$ cat config.mk
export PLATFORM = sky130hd
export DESIGN_NAME = code_search_ctrl
export DESIGN_NICKNAME = d
export VERILOG_FILES = /design/src/rtl/code_search_ctrl.sv
export SDC_FILE = /design/constraint.sdc
export NUM_CORES = 1
export LEC_CHECK = 0
export BUFFER_PORTS_ARGS = -buffer_cell sky130_fd_sc_hd__buf_2
export CORE_ASPECT_RATIO = 0.5
export CORE_MARGIN = 2
export CORE_UTILIZATION = 35
export CTS_BUF_LIST = sky130_fd_sc_hd__clkbuf_2
export DETAILED_ROUTE_END_ITERATION = 10
export GPL_TIMING_DRIVEN = 0
export PLACE_DENSITY = 0.5
export SLEW_MARGIN = 20
export SYNTH_ARGS = -nofsm -noshare
export SYNTH_HDL_FRONTEND = slang
export SYNTH_SLANG_ARGS = --single-unit
$ cat constraint.sdc
create_clock -name clk -period 7.7 [get_ports clk]
set_input_delay 1.54 -clock clk [delete_from_list [all_inputs] [get_ports clk]]
set_output_delay 1.54 -clock clk [all_outputs]
set_load 0.03 [all_outputs]
$ cat src/rtl/code_search_ctrl.sv
// Steps one channel through a code-shift search: seek each bin's target, settle, dwell, dump.
// Define CODE_SEARCH_TIMEOUT_EN to add a per-bin SEEK/SETTLE watchdog that aborts with cfg_err.
module code_search_ctrl #(
    parameter int unsigned CS_WIDTH    = 11,
    parameter int unsigned CS_MAX      = 2045,
    parameter int unsigned BIN_WIDTH   = 11,
    parameter int unsigned DWELL_WIDTH = 16
) (
    input  logic                   clk,
    input  logic                   reset,
    input  logic                   start,
    input  logic                   abort,
    input  logic [CS_WIDTH-1:0]    cs_start,
    input  logic [CS_WIDTH-1:0]    cs_step,
    input  logic [BIN_WIDTH-1:0]   num_bins,
    input  logic [DWELL_WIDTH-1:0] dwell_len,
    input  logic                   sample_en,
    input  logic                   target_reached,
    input  logic                   seeking,
    output logic                   seek_en,
    output logic [CS_WIDTH-1:0]    seek_target,
    output logic                   acc_clear,
    output logic                   dump_valid,
    input  logic                   dump_ready,
    output logic [BIN_WIDTH-1:0]   bin_index,
    output logic                   busy,
    output logic                   done,
    output logic                   cfg_err
);

    typedef enum logic [2:0] {StIdle, StSeek, StSettle, StDwell, StDump, StFin} state_e;

    localparam logic [CS_WIDTH:0] CsMaxW = (CS_WIDTH+1)'(CS_MAX);
    localparam logic [CS_WIDTH:0] CsMod  = (CS_WIDTH+1)'(CS_MAX + 1);

    state_e                 state;
    logic [CS_WIDTH-1:0]    step_q;
    logic [BIN_WIDTH-1:0]   nbins_q;
    logic [DWELL_WIDTH-1:0] dwell_q;
    logic [DWELL_WIDTH-1:0] dwell_cnt;
    logic [CS_WIDTH:0]      nxt_sum;
    logic [CS_WIDTH:0]      nxt_wrap;
    logic                   cfg_ok;
    logic                   last_bin;
    logic                   wd_fire;

    assign cfg_ok   = ({1'b0, cs_start} <= CsMaxW) && ({1'b0, cs_step} <= CsMaxW);
    // One extra bit so the sum of two legal shifts cannot overflow before wrapping.
    assign nxt_sum  = {1'b0, seek_target} + {1'b0, step_q};
    assign nxt_wrap = (nxt_sum > CsMaxW) ? (nxt_sum - CsMod) : nxt_sum;
    assign last_bin = (bin_index == (nbins_q - BIN_WIDTH'(1)));

`ifdef CODE_SEARCH_TIMEOUT_EN
    localparam int unsigned WdLimit = 2 * (CS_MAX + 1) + 8;
    localparam int unsigned WdWidth = $clog2(WdLimit + 1);

    logic [WdWidth-1:0] wd_cnt;

    assign wd_fire = ((state == StSeek) || (state == StSettle)) &&
                     (wd_cnt == WdWidth'(WdLimit - 1));

    // Cleared whenever the FSM leaves SEEK/SETTLE, so the budget applies per bin.
    always_ff @(posedge clk) begin
        if (!reset) begin
            wd_cnt <= '0;
        end else if ((state == StSeek) || (state == StSettle)) begin
            wd_cnt <= wd_cnt + WdWidth'(1);
        end else begin
            wd_cnt <= '0;
        end
    end
`else
    assign wd_fire = 1'b0;
`endif

    always_ff @(posedge clk) begin
        if (!reset) begin
            state       <= StIdle;
            seek_en     <= 1'b0;
            seek_target <= '0;
            acc_clear   <= 1'b0;
            dump_valid  <= 1'b0;
            bin_index   <= '0;
            busy        <= 1'b0;
            done        <= 1'b0;
            cfg_err     <= 1'b0;
            step_q      <= '0;
            nbins_q     <= '0;
            dwell_q     <= '0;
            dwell_cnt   <= '0;
        end else begin
            acc_clear <= 1'b0;
            done      <= 1'b0;
            cfg_err   <= 1'b0;
            if ((state != StIdle) && (abort || wd_fire)) begin
                state      <= StIdle;
                seek_en    <= 1'b0;
                dump_valid <= 1'b0;
                busy       <= 1'b0;
                cfg_err    <= !abort;
            end else begin
                case (state)
                    StIdle: begin
                        if (start && !abort) begin
                            if (!cfg_ok) begin
                                cfg_err <= 1'b1;
                            end else begin
                                step_q      <= cs_step;
                                nbins_q     <= num_bins;
                                dwell_q     <= dwell_len;
                                seek_target <= cs_start;
                                bin_index   <= '0;
                                busy        <= 1'b1;
                                if (num_bins == '0) begin
                                    state <= StFin;
                                end else begin
                                    state   <= StSeek;
                                    seek_en <= 1'b1;
                                end
                            end
                        end
                    end
                    StSeek: begin
                        if (target_reached && !seeking) begin
                            state <= StSettle;
                        end
                    end
                    // One cycle to let the upsampler's enable pipe catch up before trusting alignment.
                    StSettle: begin
                        if (target_reached) begin
                            state     <= StDwell;
                            seek_en   <= 1'b0;
                            acc_clear <= 1'b1;
                            dwell_cnt <= '0;
                        end else begin
                            state <= StSeek;
                        end
                    end
                    StDwell: begin
                        if (dwell_q == '0) begin
                            state      <= StDump;
                            dump_valid <= 1'b1;
                        end else if (sample_en) begin
                            if (dwell_cnt == (dwell_q - DWELL_WIDTH'(1))) begin
                                state      <= StDump;
                                dump_valid <= 1'b1;
                            end else begin
                                dwell_cnt <= dwell_cnt + DWELL_WIDTH'(1);
                            end
                        end
                    end
                    StDump: begin
                        if (dump_ready) begin
                            dump_valid <= 1'b0;
                            if (last_bin) begin
                                state <= StFin;
                            end else begin
                                state       <= StSeek;
                                seek_en     <= 1'b1;
                                bin_index   <= bin_index + BIN_WIDTH'(1);
                                seek_target <= nxt_wrap[CS_WIDTH-1:0];
                            end
                        end
                    end
                    StFin: begin
                        state <= StIdle;
                        done  <= 1'b1;
                        busy  <= 1'b0;
                    end
                    default: begin
                        state   <= StIdle;
                        seek_en <= 1'b0;
                        busy    <= 1'b0;
                    end
                endcase
            end
        end
    end

endmodule

Yosys cells after proc, flatten, opt, wreduce, memory -nomap -nowiden
Cells that the tools add are included.
{ "word_totals": {"word_cells": 118, "output_inout_bits": 28, "inputBits": 57, "ff_bits": 85} }
{ "classes": {"n_bitwise": 5, "n_lt_le_gt_ge": 3, "addsub": 6, "n_eq_ne": 19, "mux": 48, "reduce_logical": 24} }
{ "op_table": {"columns": ["op", "n"], "rows": [
  ["11-bit two-way mux", 9],
  ["16-bit two-way mux", 4],
  ["11-bit one-hot mux with 2 select lines", 2],
  ["16-bit one-hot mux with 2 select lines", 1],
  ["3-bit two-way mux", 9],
  ["11-bit <= comparator (second input constant)", 2],
  ["2-bit != test (second input constant)", 10],
  ["1-bit two-way mux", 18],
  ["6-bit AND reduction", 3],
  ["16-bit by 1-bit adder with 16-bit output (second input constant)", 1],
  ["16-bit equality test", 1],
  ["16-bit zero test", 1],
  ["16-bit by 1-bit subtractor with 16-bit output (second input constant)", 1],
  ["3-bit one-hot mux with 5 select lines", 1],
  ["11-bit by 11-bit adder with 12-bit output", 1],
  ["12-bit by 11-bit greater-than comparator with 1-bit output (second input constant)", 1],
  ["11-bit by 1-bit adder with 11-bit output (second input constant)", 1],
  ["11-bit equality test", 1],
  ["11-bit zero test", 1],
  ["11-bit by 1-bit subtractor with 11-bit output (second input constant)", 1],
  ["11-bit subtractor (second input constant)", 1],
  ["4-bit AND reduction", 2],
  ["7-bit AND reduction", 1],
  ["3-bit by 2-bit equality test with 1-bit output (second input constant)", 2],
  ["other kinds (16)", 30]
]} }

Longest topological paths before layout
Gate-level depths: netlist of run 1.
{ "depth": {"depth_word": 6, "ltp_mapped": 13, "depth_no_buf": 11} }

Worst setup path before layout of run 1
No wires, ideal clock.
{ "synth_timing": {"kind": "register to register", "startpoint": "reg seek_target[0]", "endpoint": "reg seek_target[9]", "setup_time_ps": 116, "stages_incl_launch_ff": 12, "required_ps": 7584, "n_path_buf": 0, "period_less_slack_ps": 3343, "setup_slack_ps": 4357, "t_arrival_ps": 3226, "cell_sequence": "dfxtp_1 > ha_1 > inv_1 > fa_1 > and2b_1 > o2111ai_1 > a21oi_1 > nor2_1 > o311ai_1 > a21oi_1 > or4_1 > a41o_1"} }
{ "synth_between": {"elab_chain_cells": 6, "word_cells_on_any_way": 7, "cone_classes": "add/sub: 2; order compare: 1; mux: 4"} }
{ "synth_lines": {"columns": ["element", "line", "source"], "rows": [
  ["start: declaration", "21", "output logic [CS_WIDTH-1:0] seek_target,"],
  ["start signal: assignment", "111", "seek_target <= cs_start;"],
  ["start signal: assignment", "161", "seek_target <= nxt_wrap[CS_WIDTH-1:0];"],
  ["11-bit by 11-bit adder with 12-bit output (*)", "49", "assign nxt_sum = {1'b0, seek_target} + {1'b0, step_q};"],
  ["11-bit subtractor / 12-bit by 11-bit greater-than comparator with 1-bit output (equally long branches)", "50", "assign nxt_wrap = (nxt_sum > CsMaxW) ? (nxt_sum - CsMod) : nxt_sum;"],
  ["11-bit two-way mux (*)", "50", null],
  ["11-bit two-way mux (*)", "155", "if (last_bin) begin"],
  ["11-bit two-way mux (*)", "153", "if (dump_ready) begin"],
  ["11-bit one-hot mux with 2 select lines (*)", "102", "case (state)"]
]} }
Mark *: on every way between the ends. The rest lies on a longest branch, timed or not. The select of a mux whose other input is x is not followed.
A chain may end at the register's enable or synchronous reset.

Worst setup path in the final report of run 1
{ "layout_timing": {"startpoint": "reg seek_target[0]", "endpoint": "reg seek_target[5]"} }
The elaborated chain is that of the path after synthesis.

==> results.py, run 1 <==
metrics = {
    "clock_network": {
        "ctsResizeCount": 0,
        "cts_tree": "built",
        "clk_pin_slew_ns": 0.27,
        "clock_path_buffers": 2,
        "postCtsSetupRepairBufs": 0,
        "clock_latency_ns": 0.61,
        "ctsHoldBuffers": 0,
        "total_cts_buffers": 9,
        "clock-root-buffer": "sky130_fd_sc_hd__clkbuf_2",
        "clock_sinks": 85,
        "h-tree-depth": 3,
    },
    "floorplanning": {
        "die_w_um": 184.6,
        "core_region_area_um2": 15660,
        "initial_core_util": 0.3645,
        "chipHeight_um": 94.29,
        "std_cell_rows": 32,
        "ios": 85,
        "die_area_um2": 17400,
    },
    "yosys": {
        "synth_flop_cell": "sky130_fd_sc_hd__dfxtp_1",
        "synth.mux.area_fraction": 0.03223,
        "synth_seq_cells": 85,
        "ys.warnings.count": 0,
        "synthesized_area_per_cell_um2": 7.569,
        "synth-simple-area-share": 0.3083,
        "synth_edf_count": 0,
        "combinational_family_with_the_most_area_after_synthesis": "simple AND/OR/NAND/NOR gates",
        "synth_fa_ha_area_frac": 0.04078,
        "synth-seq-area-share": 0.2982,
        "synthesis.nets": 829,
        "synthXorXnorAreaFrac": 0.07367,
        "ys_types": 73,
        "synth_compound_gate_area_share": 0.1995,
        "async_reset_ff_frac": 0,
        "synthesis.instances": 754,
        "mappedNetlistArea_um2": 5707,
    },
    "critical_path": {
        "worstSetupStartpointType": "flop",
        "worst-path-max-fanout": 8,
        "timing.critical_path.slowest_stage_cell": "sky130_fd_sc_hd__nor3_1",
        "r2r_end": "seek_target[5]",
        "cp.arrival_ns": 4.30,
        "crit_required_ns": 8.17,
        "startpoint_of_the_lowest_slack_register_to_register_path": "seek_target[0]",
        "worstPathCellList": "ha_1 -> inv_1 -> fa_1 -> and2b_1 -> o22ai_1 -> xnor2_1 -> nand4_1 -> nor3_1 -> nand3_1 -> o311ai_0 -> o32ai_1",
        "rr_worst_depth": 11,
        "worst_setup_path_end_kind": "flop",
        "path_buf_inv": 1,
        "worst_path_dominant_cell_family": "simple AND/OR/NAND/NOR gates",
        "critPathMaxStageDelay_ns": 0.76,
        "worst-r2r-setup-slack_ns": 3.87,
        "type_of_the_worst_setup_path": "reg2reg",
    },
    "cells_and_area": {
        "antenna_cells": 0,
        "syn2layout_area_growth_pct": 13.57,
        "final_cell_count_no_fill": 1072,
        "fin_nets": 923,
        "drive_above_1_share": 0.1516,
        "post-route-util": 0.4140,
    },
    "global_route": {
        "via_count_of_the_first_global_routing_pass": 5299,
        "overflow": 0,
        "grt_start_max_net_pins": 14,
        "track_usage": 0.2041,
        "grt_antenna_before_repair": 0,
        "grt_first_pass_wirelength_um": 27770,
    },
    "hold_path": {
        "min_from": "step_q[2]",
        "hold_critical_path_endpoint": "step_q[2]",
        "hold_class": "reg2reg",
        "timing.hold.worst_path_depth": 2,
    },
    "drt": {
        "avgViaCountPerCell": 5.352,
        "drtIter0Drc": 324,
        "drtAntennaViolNets": 0,
        "drt_pass1_iterations": 5,
        "drt_wl_total_um": 17230,
        "num_vias": 5737,
        "route.detailed.wl_per_inst_um": 16.07,
        "remaining_drc_errors": 0,
    },
    "sta": {
        "final_min_period_over_clock_period": 0.4973,
        "finalSetupViolations": 0,
        "timing.final.max_slew_violations": 0,
        "rsz0062_at_grt": "false",
        "totalNegativeSetupSlack_ns": 0,
        "fmax_ghz": 0.2612,
        "finalCriticalPeriod_ns": 3.829,
        "hold_viol": 0,
        "worst-slew-pin-transition_ns": 0.8940,
        "worst_clock_skew_ns": 0.03636,
        "hold_slack_ns": 0.4747,
        "max-slew-margin-rel": 0.3985,
    },
    "placed_design": {
        "dp_cells": 1058,
        "gp_routability_congestion": 0.8241,
        "io_buffer_count": 83,
        "detailedPlacementHpwl_um": 13090,
    },
    "status": {
        "run_status": "complete, no violations",
    },
    "power": {
        "power.ir.vdd_worst_v": 0.00005321,
        "cellLeakagePower_nw": 2.408,
        "cellPowerDensity_nw_per_um2": 144.1,
    },
    "run": {
        "timing.max_cap.violations": 0,
    },
}
-- placed cells by master, fill, tap and decap left out, types with 8 or more instances in the layout --
master,synthesis,layout
sky130_fd_sc_hd__inv_1,19,19
sky130_fd_sc_hd__o211ai_1,11,11
sky130_fd_sc_hd__nor2_1,45,45
sky130_fd_sc_hd__nor2b_1,8,8
sky130_fd_sc_hd__nand4_1,22,22
sky130_fd_sc_hd__a31oi_1,15,15
sky130_fd_sc_hd__clkbuf_1,32,32
sky130_fd_sc_hd__xor2_1,12,12
sky130_fd_sc_hd__xnor2_1,36,36
sky130_fd_sc_hd__nand3_1,29,29
sky130_fd_sc_hd__nor4_1,13,13
sky130_fd_sc_hd__or3_1,22,22
sky130_fd_sc_hd__buf_2,3,86
sky130_fd_sc_hd__dfxtp_1,85,85
sky130_fd_sc_hd__ha_1,17,17
sky130_fd_sc_hd__o21ai_0,17,17
sky130_fd_sc_hd__and3_1,8,8
sky130_fd_sc_hd__mux2i_1,15,15
sky130_fd_sc_hd__clkbuf_2,0,9
sky130_fd_sc_hd__nand2_1,136,136
sky130_fd_sc_hd__a21oi_1,66,66
sky130_fd_sc_hd__nor3_1,24,24
-- worst max path at each step --
stage          slack, ns  cells after the start           start              to
2_1_floorplan       4.36                     11  seek_target[0]  seek_target[9]
3_3_place_gp        3.66                      9      cs_step[7]       step_q[9]
3_5_place_dp        3.64                      9      cs_step[7]       step_q[6]
4_1_cts             3.99                     11  seek_target[0]  seek_target[5]
5_1_grt             3.68                     11  seek_target[0]  seek_target[5]
6_report            3.87                     11  seek_target[0]  seek_target[5]
-- cell type report --
class | count | area [µm²]
clock buffers | 9 | 45.04
well taps | 221 | 276.5
fillers | 1716 | 9174
repair buffers | 83 | 415.4
flip-flops and latches | 85 | 1702
clock inverters | 5 | 30.03
inverters | 19 | 71.32
plain buffers | 44 | 198.9
multi-input cells | 606 | 3742
-- layer usage --
metal | up-vias | global-route usage | part of all wire
met2 | 109 | 0.3321 | 0.45
met4 | 0 | 0.03200 | 0.0053
met1 | 2680 | 0.2827 | 0.51
met3 | 9 | 0.04186 | 0.043
met5 | - | 0 | 0
li1 | 2939 | - | -
-- synthesized netlist by cell type (all sizes together), types with 11 or more instances --
master / n / area [µm²]
nand4: 23 / 150.1
nor3: 24 / 120.1
dfxtp: 85 / 1702
o21ai: 20 / 100.1
clkbuf: 32 / 120.1
a21oi: 71 / 374.1
or3: 22 / 137.6
nand2: 136 / 510.5
xnor2: 36 / 315.3
mux2i: 15 / 150.1
xor2: 12 / 105.1
nor4: 15 / 115.1
ha: 17 / 212.7
inv: 19 / 71.32
buf: 12 / 78.81
o211ai: 11 / 82.58
nand3: 29 / 145.1
a31oi: 15 / 93.84
nor2: 45 / 168.9
-- through the flow --
stage | cell area (µm²) | setup WS [ns] | power [mW]
after floorplan | 5707 | 4.357 | 0.6607
after global placement | 6399 | 3.662 | 0.7321
after detailed placement | 6406 | 3.642 | 0.7359
after CTS | 6481 | 3.993 | 0.9428
after global routing | 6481 | 3.683 | 0.9947
final | 6481 | 3.871 | 0.9339
-- where the power goes --
group	internal (mW)	total [mW]	switching [mW]
sequential	0.459	0.479	0.0197
clock	0.0373	0.205	0.168
combinational	0.0952	0.250	0.155
total	0.591	0.934	0.342
-- flip-flops by register name, summed over array words and instances, names as in the netlist --
register     flops
dump_valid       1
seek_en          1
acc_clear        1
nbins_q         11
step_q          11
dwell_cnt       16
state            3
cfg_err          1
done             1
bin_index       11
busy             1
seek_target     11
dwell_q         16
-- cell families (layout without fill, tap and decap cells) --
family                   after synthesis  count (layout)
AND/OR/NAND/NOR                      351             351
AO/OA/AOI/OAI                        171             171
flip-flops                            85              85
buffers and inverters                 63             160
XOR/XNOR                              48              48
adder cells (fa/ha/maj)               18              18
multiplexers                          18              18
-- worst reg2reg max path: cells and delay by family, from the launching register on --
kind,cells,cell delay [ns]
flip-flops,1,0.42
AND/OR/NAND/NOR,4,1.55
XOR/XNOR,1,0.49
buffers and inverters,1,0.06
adder cells (fa/ha/maj),2,0.59
AO/OA/AOI/OAI,3,0.58
Note: power is estimated with default switching activity, not from simulation.
==> run 2: changes to the inputs <==
- PLACE_DENSITY: 0.5 -> 0.52
- clock period: 7.7 -> 3.23 ns (I/O delays scaled with it)
==> run 2 against run 1 <==
Effect of this change: routed wire length increased by 1.1%; global-route usage grew 0.098 points; cell area increased by 3.4%; critical path type unchanged; highest routed layer unchanged; largest power group unchanged; first-iteration DRC count decreased by 20%.
==> results.py, run 2 (synthesis gave the netlist of run 1 again) <==
metrics = {
    "status": {
        "run_status": "complete, no violations",
    },
    "clock_network": {
        "total_cts_buffers": 9,
        "clock_latency_ns": 0.63,
        "h-tree-depth": 3,
        "cts_tree": "built",
        "ctsHoldBuffers": 0,
        "clk_pin_slew_ns": 0.27,
        "clock_path_buffers": 2,
        "clock-root-buffer": "sky130_fd_sc_hd__clkbuf_2",
        "clock_sinks": 85,
    },
    "sta": {
        "hold_viol": 0,
        "max-slew-margin-rel": 0.3894,
        "rsz0062_at_grt": "false",
        "timing.final.max_slew_violations": 0,
        "finalSetupViolations": 0,
        "final_min_period_over_clock_period": 0.9418,
        "worst_clock_skew_ns": 0.03803,
        "worst-slew-pin-transition_ns": 0.9075,
        "fmax_ghz": 0.3287,
        "finalCriticalPeriod_ns": 3.042,
    },
    "drt": {
        "num_vias": 5864,
        "drt_wl_total_um": 17420,
        "avgViaCountPerCell": 5.405,
        "drt_pass1_iterations": 5,
        "drtIter0Drc": 260,
        "route.detailed.wl_per_inst_um": 16.05,
        "drtAntennaViolNets": 0,
        "remaining_drc_errors": 0,
    },
    "cells_and_area": {
        "syn2layout_area_growth_pct": 17.39,
        "filler_cell_count": 1660,
        "fin_nets": 934,
        "antenna_cells": 0,
        "final_cell_count_no_fill": 1085,
        "post-route-util": 0.4279,
        "drive_above_1_share": 0.1782,
        "multiInputGateArea_um2": 3816,
        "mostFrequentLayoutCell": "sky130_fd_sc_hd__nand2_1",
        "reg.largest.list": "dwell_cnt: 16 flops, dwell_q: 16 flops",
        "layout.area.seq_um2": 1704,
        "layout_common_cells": "sky130_fd_sc_hd__nand2_1 (136), sky130_fd_sc_hd__buf_2 (86), sky130_fd_sc_hd__dfxtp_1 (83)",
    },
    "floorplanning": {
        "die_area_um2": 17400,
        "core_region_area_um2": 15660,
        "std_cell_rows": 32,
        "ios": 85,
        "chipHeight_um": 94.29,
        "initial_core_util": 0.3645,
        "die_w_um": 184.6,
    },
    "power": {
        "cellPowerDensity_nw_per_um2": 363.0,
        "p_clk_frac": 0.273,
        "p_comb_frac": 0.257,
        "power_frac_seq": 0.470,
        "cellLeakagePower_nw": 2.529,
        "cellInternalPower_mw": 1.596,
        "net-switching-power_uw": 836.3,
        "switching_share": 0.3439,
        "power.ir.vdd_worst_v": 0.0001675,
        "report.power.total_mw": 2.432,
    },
    "global_route": {
        "grt_antenna_before_repair": 0,
        "via_count_of_the_first_global_routing_pass": 5511,
        "grt_start_max_net_pins": 14,
        "track_usage": 0.2051,
        "grt_first_pass_wirelength_um": 27900,
        "overflow": 0,
    },
    "critical_path": {
        "timing.critical_path.slowest_stage_cell": "sky130_fd_sc_hd__or4_1",
        "cp.arrival_ns": 3.58,
        "worst_path_dominant_cell_family": "compound AO/OA/AOI/OAI gates",
        "critPathMaxStageDelay_ns": 0.42,
        "worst_setup_path_end_kind": "flop",
        "type_of_the_worst_setup_path": "reg2reg",
        "crit_required_ns": 3.77,
        "worstPathCellList": "ha_1 -> inv_1 -> fa_1 -> and2b_1 -> o2111ai_1 -> a21oi_2 -> nor2_1 -> o311ai_4 -> a21oi_1 -> or4_1 -> a41o_1",
        "worstSetupStartpointType": "flop",
        "worst-path-max-fanout": 4,
        "path_buf_inv": 1,
    },
    "placed_design": {
        "gp_routability_congestion": 0.8457,
        "dp_cells": 1058,
        "io_buffer_count": 83,
        "detailedPlacementHpwl_um": 13030,
    },
    "run": {
        "timing.max_cap.violations": 0,
    },
    "hold_path": {
        "hold_class": "in2reg",
    },
}
==> run 2: per-layer routing <==
layer / up-vias / routed length, µm / GRT usage
li1: 2945 / - / -
met3: 24 / 773 / 0.04612
met4: 0 / 262 / 0.05400
met5: - / 0 / 0
met2: 126 / 7858 / 0.3443
met1: 2769 / 8523 / 0.2659
==> run 2: area by class of cell <==
cell class                      instances  area share
Clock inverter                          5     0.01121
Inverter                               19     0.01065
Timing Repair Buffer                   95     0.07546
Clock buffer                           11    0.008218
Tap cell                              221     0.04128
Buffer                                 43     0.02914
Multi-Input combinational cell        606      0.5697
Sequential cell                        85      0.2544
==> run 2: final timing paths <==
check | startpoint | cells past startpoint | to | slack (ns)
setup reg to reg | seek_target[0] | 11 | seek_target[9] | 0.19
hold / removal | dwell_len[1] | 3 | dwell_q[1] | 0.20
hold reg to reg | step_q[5] | 2 | step_q[5] | 0.47
setup / recovery | seek_target[0] | 11 | seek_target[9] | 0.19
==> run 2: through the flow <==
step | setup slack (ns) | hold WS, ns | cell area [µm²] | setup TNS [ns]
after floorplan | 0.006275 | 0.4400 | 5714 | 0
after global placement | -0.5023 | 0.4486 | 6406 | -2.355
after detailed placement | -0.4858 | 0.4523 | 6406 | -2.548
after CTS | 0.007121 | 0.1865 | 6620 | 0
after global routing | 0.005154 | 0.1640 | 6699 | 0
final | 0.1880 | 0.1973 | 6699 | 0
==> run 2: worst reg2reg max path: stages (launching register included) <==
cell and delay, ns:
sky130_fd_sc_hd__dfxtp_1 0.41, sky130_fd_sc_hd__ha_1 0.21, sky130_fd_sc_hd__inv_1 0.07, sky130_fd_sc_hd__fa_1 0.39
sky130_fd_sc_hd__and2b_1 0.24, sky130_fd_sc_hd__o2111ai_1 0.22, sky130_fd_sc_hd__a21oi_2 0.25, sky130_fd_sc_hd__nor2_1 0.10
sky130_fd_sc_hd__o311ai_4 0.34, sky130_fd_sc_hd__a21oi_1 0.10, sky130_fd_sc_hd__or4_1 0.42, sky130_fd_sc_hd__a41o_1 0.24
==> run 2: what timing repair did <==
action	in CTS	in global routing
resized for setup	5	13
pin swaps	4	3
setup endpoints to repair	10	42
buffers inserted	7	5
==> run 2: power by group through the flow <==
stage                     registers, mW  logic [mW]  clock network (mW)
after floorplan                    1.17       0.407                   0
after global placement             1.16       0.588                   0
after detailed placement           1.16       0.592                   0
after CTS                          1.14       0.611               0.681
after global routing               1.15       0.696               0.727
final                              1.14       0.625               0.665
==> run 3: changes to the inputs <==
- REMOVE_ABC_BUFFERS: unset -> 1
==> run 3 against run 2 <==
Effect of this change: first-iteration DRC count decreased by 16%; largest power group unchanged; flip-flop and latch count unchanged; setup slack worse by 0.0072 ns; clock-buffer cell count stayed put; clock skew is 0.020 ns higher; via count down 3.3%; critical path type unchanged; register-to-register slack is essentially flat.
==> results.py, run 3 (synthesis gave the netlist of run 1 again) <==
metrics = {
    "status": {
        "run_status": "complete, no violations",
    },
    "cells_and_area": {
        "fin_nets": 900,
        "filler_cell_count": 1654,
        "stdcell_area_um2": 6643,
        "antenna_cells": 0,
        "multiInputGateArea_um2": 3862,
        "post-route-util": 0.4243,
        "reg.largest.list": "dwell_cnt: 16 flops, dwell_q: 16 flops",
        "layout.area.seq_um2": 1707,
        "syn2layout_area_growth_pct": 16.40,
        "layout_common_cells": "sky130_fd_sc_hd__nand2_1 (134), sky130_fd_sc_hd__buf_2 (85), sky130_fd_sc_hd__dfxtp_1 (81)",
        "mostFrequentLayoutCell": "sky130_fd_sc_hd__nand2_1",
        "drive_above_1_share": 0.2000,
    },
    "global_route": {
        "track_usage": 0.1920,
        "overflow": 0,
        "grt_start_max_net_pins": 43,
        "grt_antenna_before_repair": 0,
        "via_count_of_the_first_global_routing_pass": 5178,
        "grt_first_pass_wirelength_um": 26370,
    },
    "critical_path": {
        "crit_required_ns": 3.73,
        "worst-path-max-fanout": 4,
        "cp.arrival_ns": 3.55,
        "worst_setup_path_end_kind": "flop",
        "worst_path_dominant_cell_family": "compound AO/OA/AOI/OAI gates",
        "critPathMaxStageDelay_ns": 0.42,
        "cp_common_cell": "sky130_fd_sc_hd__o211ai_1",
        "path_buf_inv": 0,
        "timing.critical_path.slowest_stage_cell": "sky130_fd_sc_hd__a221oi_4",
        "type_of_the_worst_setup_path": "reg2reg",
        "worstPathCellList": "ha_1 -> o211ai_1 -> o211ai_1 -> a221oi_4 -> nand3b_1 -> nor2_1 -> a21oi_1 -> or4_1 -> a41o_1",
        "worstSetupStartpointType": "flop",
    },
    "sta": {
        "hold_slack_ns": 0.2206,
        "max-slew-margin-rel": 0.3672,
        "timing.final.max_slew_violations": 0,
        "finalCriticalPeriod_ns": 3.049,
        "worst_clock_skew_ns": 0.05777,
        "fmax_ghz": 0.3280,
        "worst-slew-pin-transition_ns": 0.9471,
        "hold_viol": 0,
        "final_min_period_over_clock_period": 0.9440,
        "finalSetupViolations": 0,
        "fin_ws_ns": 0.1808,
    },
    "clock_network": {
        "clock-root-buffer": "sky130_fd_sc_hd__clkbuf_2",
        "clk_pin_slew_ns": 0.27,
        "clock_latency_ns": 0.62,
        "cts_tree": "built",
        "clock_path_buffers": 2,
        "clock_sinks": 85,
        "h-tree-depth": 3,
        "total_cts_buffers": 9,
    },
    "power": {
        "power.ir.vdd_worst_v": 0.0002442,
        "cellPowerDensity_nw_per_um2": 369.7,
        "cellLeakagePower_nw": 2.521,
        "report.power.total_mw": 2.456,
    },
    "floorplanning": {
        "ios": 85,
        "initial_core_util": 0.3645,
        "die_area_um2": 17400,
        "die_w_um": 184.6,
        "chipHeight_um": 94.29,
        "core_region_area_um2": 15660,
        "std_cell_rows": 32,
    },
    "placed_design": {
        "gp_routability_congestion": 0.8291,
        "post_placement_cell_area_um2": 6277,
        "detailedPlacementHpwl_um": 11950,
        "place_ws_ns": -0.4218,
        "io_buffer_count": 84,
    },
    "drt": {
        "drt_wl_total_um": 16620,
        "avgViaCountPerCell": 5.395,
        "drt_pass1_iterations": 5,
        "drtAntennaViolNets": 0,
        "num_vias": 5670,
        "drtIter0Drc": 218,
        "remaining_drc_errors": 0,
        "route.detailed.wl_per_inst_um": 15.81,
    },
    "run": {
        "timing.max_cap.violations": 0,
    },
    "hold_path": {
        "hold_class": "in2reg",
    },
}
## run 3: cell types whose count changed in the layout (fill, tap and decap cells not counted), sizes merged
cell	before	now
inv	19	20
buf	107	104
clkinvlp	1	0
clkbuf	42	11
## run 3: tightest hold or removal path: cells and delay by family
family	cells	cell delay, ns
AOI/OAI and AO/OA	1	0.05
buffers and inverters	1	0.10
and+or+nand+nor	1	0.05
## run 3: final timing paths
path                  start             end  slack (ns)  cells past startpoint
min reg2reg       step_q[2]       step_q[2]        0.48                      2
min              cs_step[0]       step_q[0]        0.22                      3
max          seek_target[2]  seek_target[9]        0.18                      9
max reg2reg  seek_target[2]  seek_target[9]        0.18                      9
## run 3: cell type report
cell class,instances,share of cell area
repair buffers,104,0.08853
clock buffers,11,0.008288
inverters,19,0.01074
multi-input cells,606,0.5815
well taps,221,0.04163
flip-flops and latches,85,0.2569
clock inverters,5,0.01243
## run 3: power breakdown
part | switching (mW) | internal (mW) | leakage, nW
Clock | 0.417 | 0.266 | 0.0865
Combinational | 0.367 | 0.253 | 1.74
Sequential | 0.0577 | 1.10 | 0.692
## run 3: metal layers
layer	wire (µm)	vias up	track usage	share of wire
met5	0	-	0	0
li1	-	2876	-	-
met1	8050	2696	0.2519	0.48
met2	7884	86	0.3308	0.47
met3	588	12	0.03876	0.035
met4	97	0	0.03133	0.0058
## run 3: what timing repair did
item                                   4_1_cts  5_1_grt
endpoints found under the hold margin        0        0
resized for setup                            9       14
pin swaps                                    2       10
setup endpoints to repair                   40       22
buffers inserted                             2       15
hold buffers                                 0        0
## run 3: per-stage QoR
stage	TNS (ns)	instances
final	0	1051
after global routing	-0.02183	1051
after CTS	0	1036
after detailed placement	-7.106	1018
after global placement	-21.38	1015
after floorplan	-0.7159	710
